===== src/rtl/rstatus_commit.sv =====
// rstatus_commit: queues qualified overflow codes and commits them to the
// status register through the idle regfile write port. Option: RSTATUS_CNT_EN.
module rstatus_commit #(
    parameter int DEPTH      = 4,
    parameter int STATUS_REG = 30,
    parameter int CNT_W      = 16
) (
    input  logic             clock,
    input  logic             reset,
    input  logic             ovf_valid,
    input  logic [31:0]      ovf_code,
    input  logic             wb_busy,
    output logic             status_we,
    output logic [4:0]       status_addr,
    output logic [31:0]      status_data,
    output logic             pending,
    output logic             full,
    output logic             drop,
    output logic             bad_code,
    output logic [2:0]       last_cause,
    input  logic [2:0]       cnt_sel,
    output logic [CNT_W-1:0] cnt_value
);

    localparam int PTR_W = (DEPTH > 1) ? $clog2(DEPTH) : 1;
    localparam int OCC_W = PTR_W + 1;
    localparam logic [OCC_W-1:0] OCC_FULL = OCC_W'(DEPTH);
    localparam logic [4:0] ADDR = 5'(STATUS_REG);

    logic [2:0]       mem_q [DEPTH];
    logic [PTR_W-1:0] wr_ptr_q, wr_ptr_d;
    logic [PTR_W-1:0] rd_ptr_q, rd_ptr_d;
    logic [OCC_W-1:0] occ_q, occ_d;
    logic [2:0]       last_q, last_d;
    logic             drop_q, drop_d;
    logic             bad_q, bad_d;

    logic             legal;
    logic             push;
    logic             pop;
    logic [2:0]       head;

    // Classify the incoming event and decide push / pop / drop this cycle
    always_comb begin
        legal  = ovf_valid && (ovf_code >= 32'd1) && (ovf_code <= 32'd5);
        head   = mem_q[rd_ptr_q];
        pop    = (occ_q != '0) && !wb_busy;
        push   = legal && ((occ_q != OCC_FULL) || pop);
        drop_d = legal && (occ_q == OCC_FULL) && !pop;
        bad_d  = ovf_valid && !legal;
    end

    // Next-state for pointers, occupancy and last committed cause
    always_comb begin
        wr_ptr_d = wr_ptr_q;
        rd_ptr_d = rd_ptr_q;
        occ_d    = occ_q;
        last_d   = last_q;
        if (push) begin
            wr_ptr_d = wr_ptr_q + PTR_W'(1);
        end
        if (pop) begin
            rd_ptr_d = rd_ptr_q + PTR_W'(1);
            last_d   = head;
        end
        unique case ({push, pop})
            2'b10:   occ_d = occ_q + OCC_W'(1);
            2'b01:   occ_d = occ_q - OCC_W'(1);
            default: occ_d = occ_q;
        endcase
    end

    // Control registers; reset empties the queue and clears pulses
    always_ff @(posedge clock or posedge reset) begin
        if (reset) begin
            wr_ptr_q <= '0;
            rd_ptr_q <= '0;
            occ_q    <= '0;
            last_q   <= '0;
            drop_q   <= 1'b0;
            bad_q    <= 1'b0;
        end else begin
            wr_ptr_q <= wr_ptr_d;
            rd_ptr_q <= rd_ptr_d;
            occ_q    <= occ_d;
            last_q   <= last_d;
            drop_q   <= drop_d;
            bad_q    <= bad_d;
        end
    end

    // FIFO storage; only the low three code bits are kept
    always_ff @(posedge clock or posedge reset) begin
        if (reset) begin
            for (int i = 0; i < DEPTH; i++) begin
                mem_q[i] <= '0;
            end
        end else if (push) begin
            mem_q[wr_ptr_q] <= ovf_code[2:0];
        end
    end

    // Commit port and status outputs
    always_comb begin
        status_we   = pop;
        status_addr = ADDR;
        status_data = pop ? {29'd0, head} : 32'd0;
        pending     = (occ_q != '0);
        full        = (occ_q == OCC_FULL);
        drop        = drop_q;
        bad_code    = bad_q;
        last_cause  = last_q;
    end

`ifdef RSTATUS_CNT_EN
    localparam logic [CNT_W-1:0] CNT_MAX = '1;

    logic [CNT_W-1:0] cnt_q [5];
    logic [CNT_W-1:0] cnt_d [5];

    // Saturating per-cause commit counters
    always_comb begin
        for (int c = 0; c < 5; c++) begin
            cnt_d[c] = cnt_q[c];
            if (pop && (head == 3'(c + 1)) && (cnt_q[c] != CNT_MAX)) begin
                cnt_d[c] = cnt_q[c] + CNT_W'(1);
            end
        end
    end

    // Counter registers
    always_ff @(posedge clock or posedge reset) begin
        if (reset) begin
            for (int c = 0; c < 5; c++) begin
                cnt_q[c] <= '0;
            end
        end else begin
            for (int c = 0; c < 5; c++) begin
                cnt_q[c] <= cnt_d[c];
            end
        end
    end

    // Counter read mux; selects outside 1..5 read as zero
    always_comb begin
        cnt_value = '0;
        case (cnt_sel)
            3'd1:    cnt_value = cnt_q[0];
            3'd2:    cnt_value = cnt_q[1];
            3'd3:    cnt_value = cnt_q[2];
            3'd4:    cnt_value = cnt_q[3];
            3'd5:    cnt_value = cnt_q[4];
            default: cnt_value = '0;
        endcase
    end
`else
    logic unused_cnt_sel;

    // No counters in this build
    always_comb begin
        cnt_value      = '0;
        unused_cnt_sel = ^cnt_sel;
    end
`endif

endmodule


===== config.mk =====
export PLATFORM = sky130hd
export DESIGN_NAME = rstatus_commit
export DESIGN_NICKNAME = d
export VERILOG_FILES = /design/src/rtl/rstatus_commit.sv
export SDC_FILE = /design/constraint.sdc
export NUM_CORES = 1
export LEC_CHECK = 0
export CORE_ASPECT_RATIO = 0.75
export CORE_UTILIZATION = 38
export CTS_CLUSTER_SIZE = 10
export DETAILED_ROUTE_END_ITERATION = 10
export GPL_TIMING_DRIVEN = 0
export PLACE_DENSITY = 0.82
export SLEW_MARGIN = 15
export SYNTH_ARGS = -nofsm -noshare
export SYNTH_HDL_FRONTEND = slang
export SYNTH_SLANG_ARGS = --single-unit

===== constraint.sdc =====
create_clock -name clock -period 2.4 [get_ports clock]
set_clock_uncertainty 0.1 [all_clocks]
set_input_delay 0.48 -clock clock [delete_from_list [all_inputs] [get_ports clock]]
set_output_delay 0.48 -clock clock [all_outputs]
set_load 0.02 [all_outputs]

==> metrics.csv <==
metric,value,unit
status,completed,
p_per_area,338,nW/um^2
cts-hold-fix-buffers,0,
synth_cell_types,33,
worst_slack,0.0772,ns
commonest_non_fill_non_tap_cell_in_the_layout,sky130_fd_sc_hd__buf_4,
reg2reg_from,occ_q[0],
worst_hold_startpoint,last_cause[0],
vdd_ir_drop_max,0.170,mV
route.antenna.remaining_nets,0,
antenna_found_initial,0,
clk_path_buf_depth,2,
post_layout_cell_count,305,
antenna_cells,0,
io-pin-count,100,
drt_pre_antenna_iters,4,
drt-initial-drc-count,29,
ratio_of_cells_with_drive_above_1_in_the_final_layout,0.456,
grt_start_max_net_pins,25,
timing_worst_setup_path_type,input pin to register,
maxCapViolCount,0,
crit_required,2.48,ns
fp.dieArea,4630,sq um
crit_path_cell_trace,clkbuf_2 > a211oi_2 > nand2_1 > or3_4 > and2_4 > fa_2 > inv_2 > o311ai_4 > o41ai_2 > xor2_1,
timing.slew.headroom,0.398,
layout_area_growth_over_synthesis,50.0,%
synthXorXnorAreaFrac,0.0264,
period_needed,2.32,ns
min_to,last_cause[0],
globalRouteTotalUtil,0.145,
detail_route.wl_per_cell,10.6,um
wire_length_of_the_first_global_routing_pass,5.13,mm
synth_simple_gate_area_frac,0.143,
netlist_instances,146,
half_perimeter_wire_length_after_placement,2.53,mm
worst_setup_path_start_kind,input pin,
max_freq,431,MHz
fill_cells,357,
final_cell_area,2490,sq um
final.setup.tns,0,ns
postSynthRegisterBits,24,
ctsRootBufferMaster,sky130_fd_sc_hd__clkbuf_8,
worstHoldPathCells,1,
placed_cells,295,
ys_warn_count,0,
most-common-layout-cells,"sky130_fd_sc_hd__buf_4 (58), sky130_fd_sc_hd__conb_1 (50), sky130_fd_sc_hd__dfrtp_1 (22)",
first_global_vias,1093,
std_cell_rows,20,
cp_slowest_cell,sky130_fd_sc_hd__or3_4,
place_congestion,0.775,
cp_data_arrival_time,2.41,ns
grt_overflow_total,0,
viasPerCell,3.95,
critical_path_endpoint_category,register,
port_buffers,46,
tritoncts,done,
path_clk_slew,0.07,ns
finalMaxSlewViolations,0,
synth_fa_ha_area_frac,0.0423,
routed_wl,3.24,mm
gr_util_met2,0.256,
worst-r2r-cell-count,9,
syn_area_per_cell,11.4,sq um
total_leakage_power,1.37,nW
initial_standard_cell_utilization_of_the_core,0.404,
drcViolationCount,0,
design.core.area,4100,sq um
cts-buffers-inserted,3,
cpPeakStageDelay,0.41,ns
preCtsSetupSlack,-0.667,ns
design.final.nets,296,
muxShareOfSynthArea,0.137,
num_clock_sinks,24,
final_hold_viol_count,0,
reg2reg_to,occ_q[2],
critical_path.max_fanout,6,
dpl-instance-area,2390,sq um
die_width,78.3,um
insertion_delay,0.26,ns
grt_busiest_layer,met2,
final-setup-viol-count,0,
final_min_period_over_clock_period,0.968,
floorplan.die.height,59.2,um
number_of_h_tree_levels,1,
worst_slew_pin_slew,0.901,ns
yosysSeqAreaShare,0.362,
power.total,0.841,mW
main_combinational_cell_family_by_area_after_synthesis,buffers and inverters,
gr-usage-met1,0.182,
regToRegSetupSlack,0.25,ns
netlist_area,1660,sq um
min_path_type,register to register,
groute.layer.met3.usage,0.0292,
area_fraction_in_compound_gates_after_synthesis,0.0415,
num_vias,1206,
-- metrics by stage --
step,utilization,hold WS [ns]
after floorplan,-,0.344
after global placement,0.583,0.357
after detailed placement,0.583,0.370
after CTS,0.606,0.388
after global routing,0.606,0.404
final,0.606,0.382
-- registers in the layout, indices dropped and copies added, names as in the netlist --
name / cells
bad_code: 1
drop: 1
last_cause: 3
mem_q: 12
occ_q: 3
rd_ptr_q: 2
wr_ptr_q: 2
-- kinds of logic after synthesis --
| family | count (synthesis) |
|---|---|
| adder cells (fa/ha/maj) | 5 |
| buffers and inverters | 57 |
| AND/OR/NAND/NOR | 28 |
| flip-flops | 24 |
| multiplexers | 17 |
| XOR/XNOR | 5 |
| other | 2 |
| AO/OA/AOI/OAI | 8 |
-- worst max-delay path, delay by kind of cell --
| family | cells | cell delay (ns) |
|---|---|---|
| adders and majority gates | 1 | 0.37 |
| buffers and inverters | 2 | 0.24 |
| and+or+nand+nor | 3 | 0.68 |
| AOI/OAI and AO/OA | 3 | 0.46 |
| xor gates and xnor gates | 1 | 0.18 |
-- metal layers --
| metal | part of all wire | up-vias |
|---|---|---|
| met4 | 0.0083 | 0 |
| li1 | - | 604 |
| met1 | 0.43 | 559 |
| met3 | 0.051 | 2 |
| met5 | 0 | - |
| met2 | 0.51 | 41 |
-- worst max path at each step --
stage	startpoint	endpoint	cells after the start
after global routing	ovf_code[6]	occ_q[2]	10
after CTS	occ_q[0]	status_data[1]	5
after detailed placement	ovf_code[1]	occ_q[2]	8
after global placement	ovf_code[1]	occ_q[2]	8
after floorplan	ovf_code[9]	occ_q[2]	9
final	ovf_code[2]	occ_q[2]	10
-- cells in the mapped netlist --
library cell               count  area, sq um
sky130_fd_sc_hd__a211oi_1      1         7.51
sky130_fd_sc_hd__a21o_1        3         22.5
sky130_fd_sc_hd__and2_1        5         31.3
sky130_fd_sc_hd__and2_4        1         8.76
sky130_fd_sc_hd__buf_4        50          375
sky130_fd_sc_hd__clkbuf_1      1         3.75
sky130_fd_sc_hd__conb_1        2         7.51
sky130_fd_sc_hd__dfrtp_1      24          601
sky130_fd_sc_hd__fa_1          1         20.0
sky130_fd_sc_hd__ha_1          4         50.1
sky130_fd_sc_hd__inv_1         5         18.8
sky130_fd_sc_hd__inv_2         1         3.75
sky130_fd_sc_hd__mux2_1       13          146
sky130_fd_sc_hd__mux2i_2       1         13.8
sky130_fd_sc_hd__mux4_2        3         67.6
sky130_fd_sc_hd__nand2_1       3         11.3
sky130_fd_sc_hd__nand2_2       4         25.0
sky130_fd_sc_hd__nand2b_1      1         6.26
sky130_fd_sc_hd__nand4_2       1         12.5
sky130_fd_sc_hd__nor2_1        2         7.51
sky130_fd_sc_hd__nor3b_1       1         7.51
sky130_fd_sc_hd__nor4_1        3         18.8
sky130_fd_sc_hd__nor4_2        2         25.0
sky130_fd_sc_hd__nor4_4        2         42.5
sky130_fd_sc_hd__nor4b_4       1         23.8
sky130_fd_sc_hd__o21ai_0       1         5.00
sky130_fd_sc_hd__o311ai_0      1         8.76
sky130_fd_sc_hd__o311ai_1      1         8.76
sky130_fd_sc_hd__o41ai_2       1         16.3
sky130_fd_sc_hd__or3_1         1         6.26
sky130_fd_sc_hd__or3_4         1         11.3
sky130_fd_sc_hd__xnor2_1       4         35.0
sky130_fd_sc_hd__xor2_1        1         8.76
-- what timing repair did --
action,4_1_cts,5_1_grt
hold endpoints to repair,0,0
gates resized for setup,55,50
setup endpoints to repair,18,17
buffers inserted,4,4
pin swaps,13,15
-- final cells by class --
| class | count | area, sq um | area share |
|---|---|---|---|
| inverters | 6 | 25.0 | 0.0101 |
| well taps | 55 | 68.8 | 0.0277 |
| multi-input cells | 113 | 941 | 0.378 |
| repair buffers | 54 | 433 | 0.174 |
| clock buffers | 3 | 41.3 | 0.0166 |
| flip-flops and latches | 24 | 603 | 0.242 |
| plain buffers | 50 | 375 | 0.151 |
-- report_power, final --
part           total, mW  switching (mW)  internal, mW  leakage, nW
Sequential         0.405        0.000353         0.405        0.319
Clock              0.225           0.113         0.112       0.0216
Combinational      0.211           0.117        0.0943         1.02
Total              0.841           0.230         0.611         1.37
(Power assumes the default switching activity.)
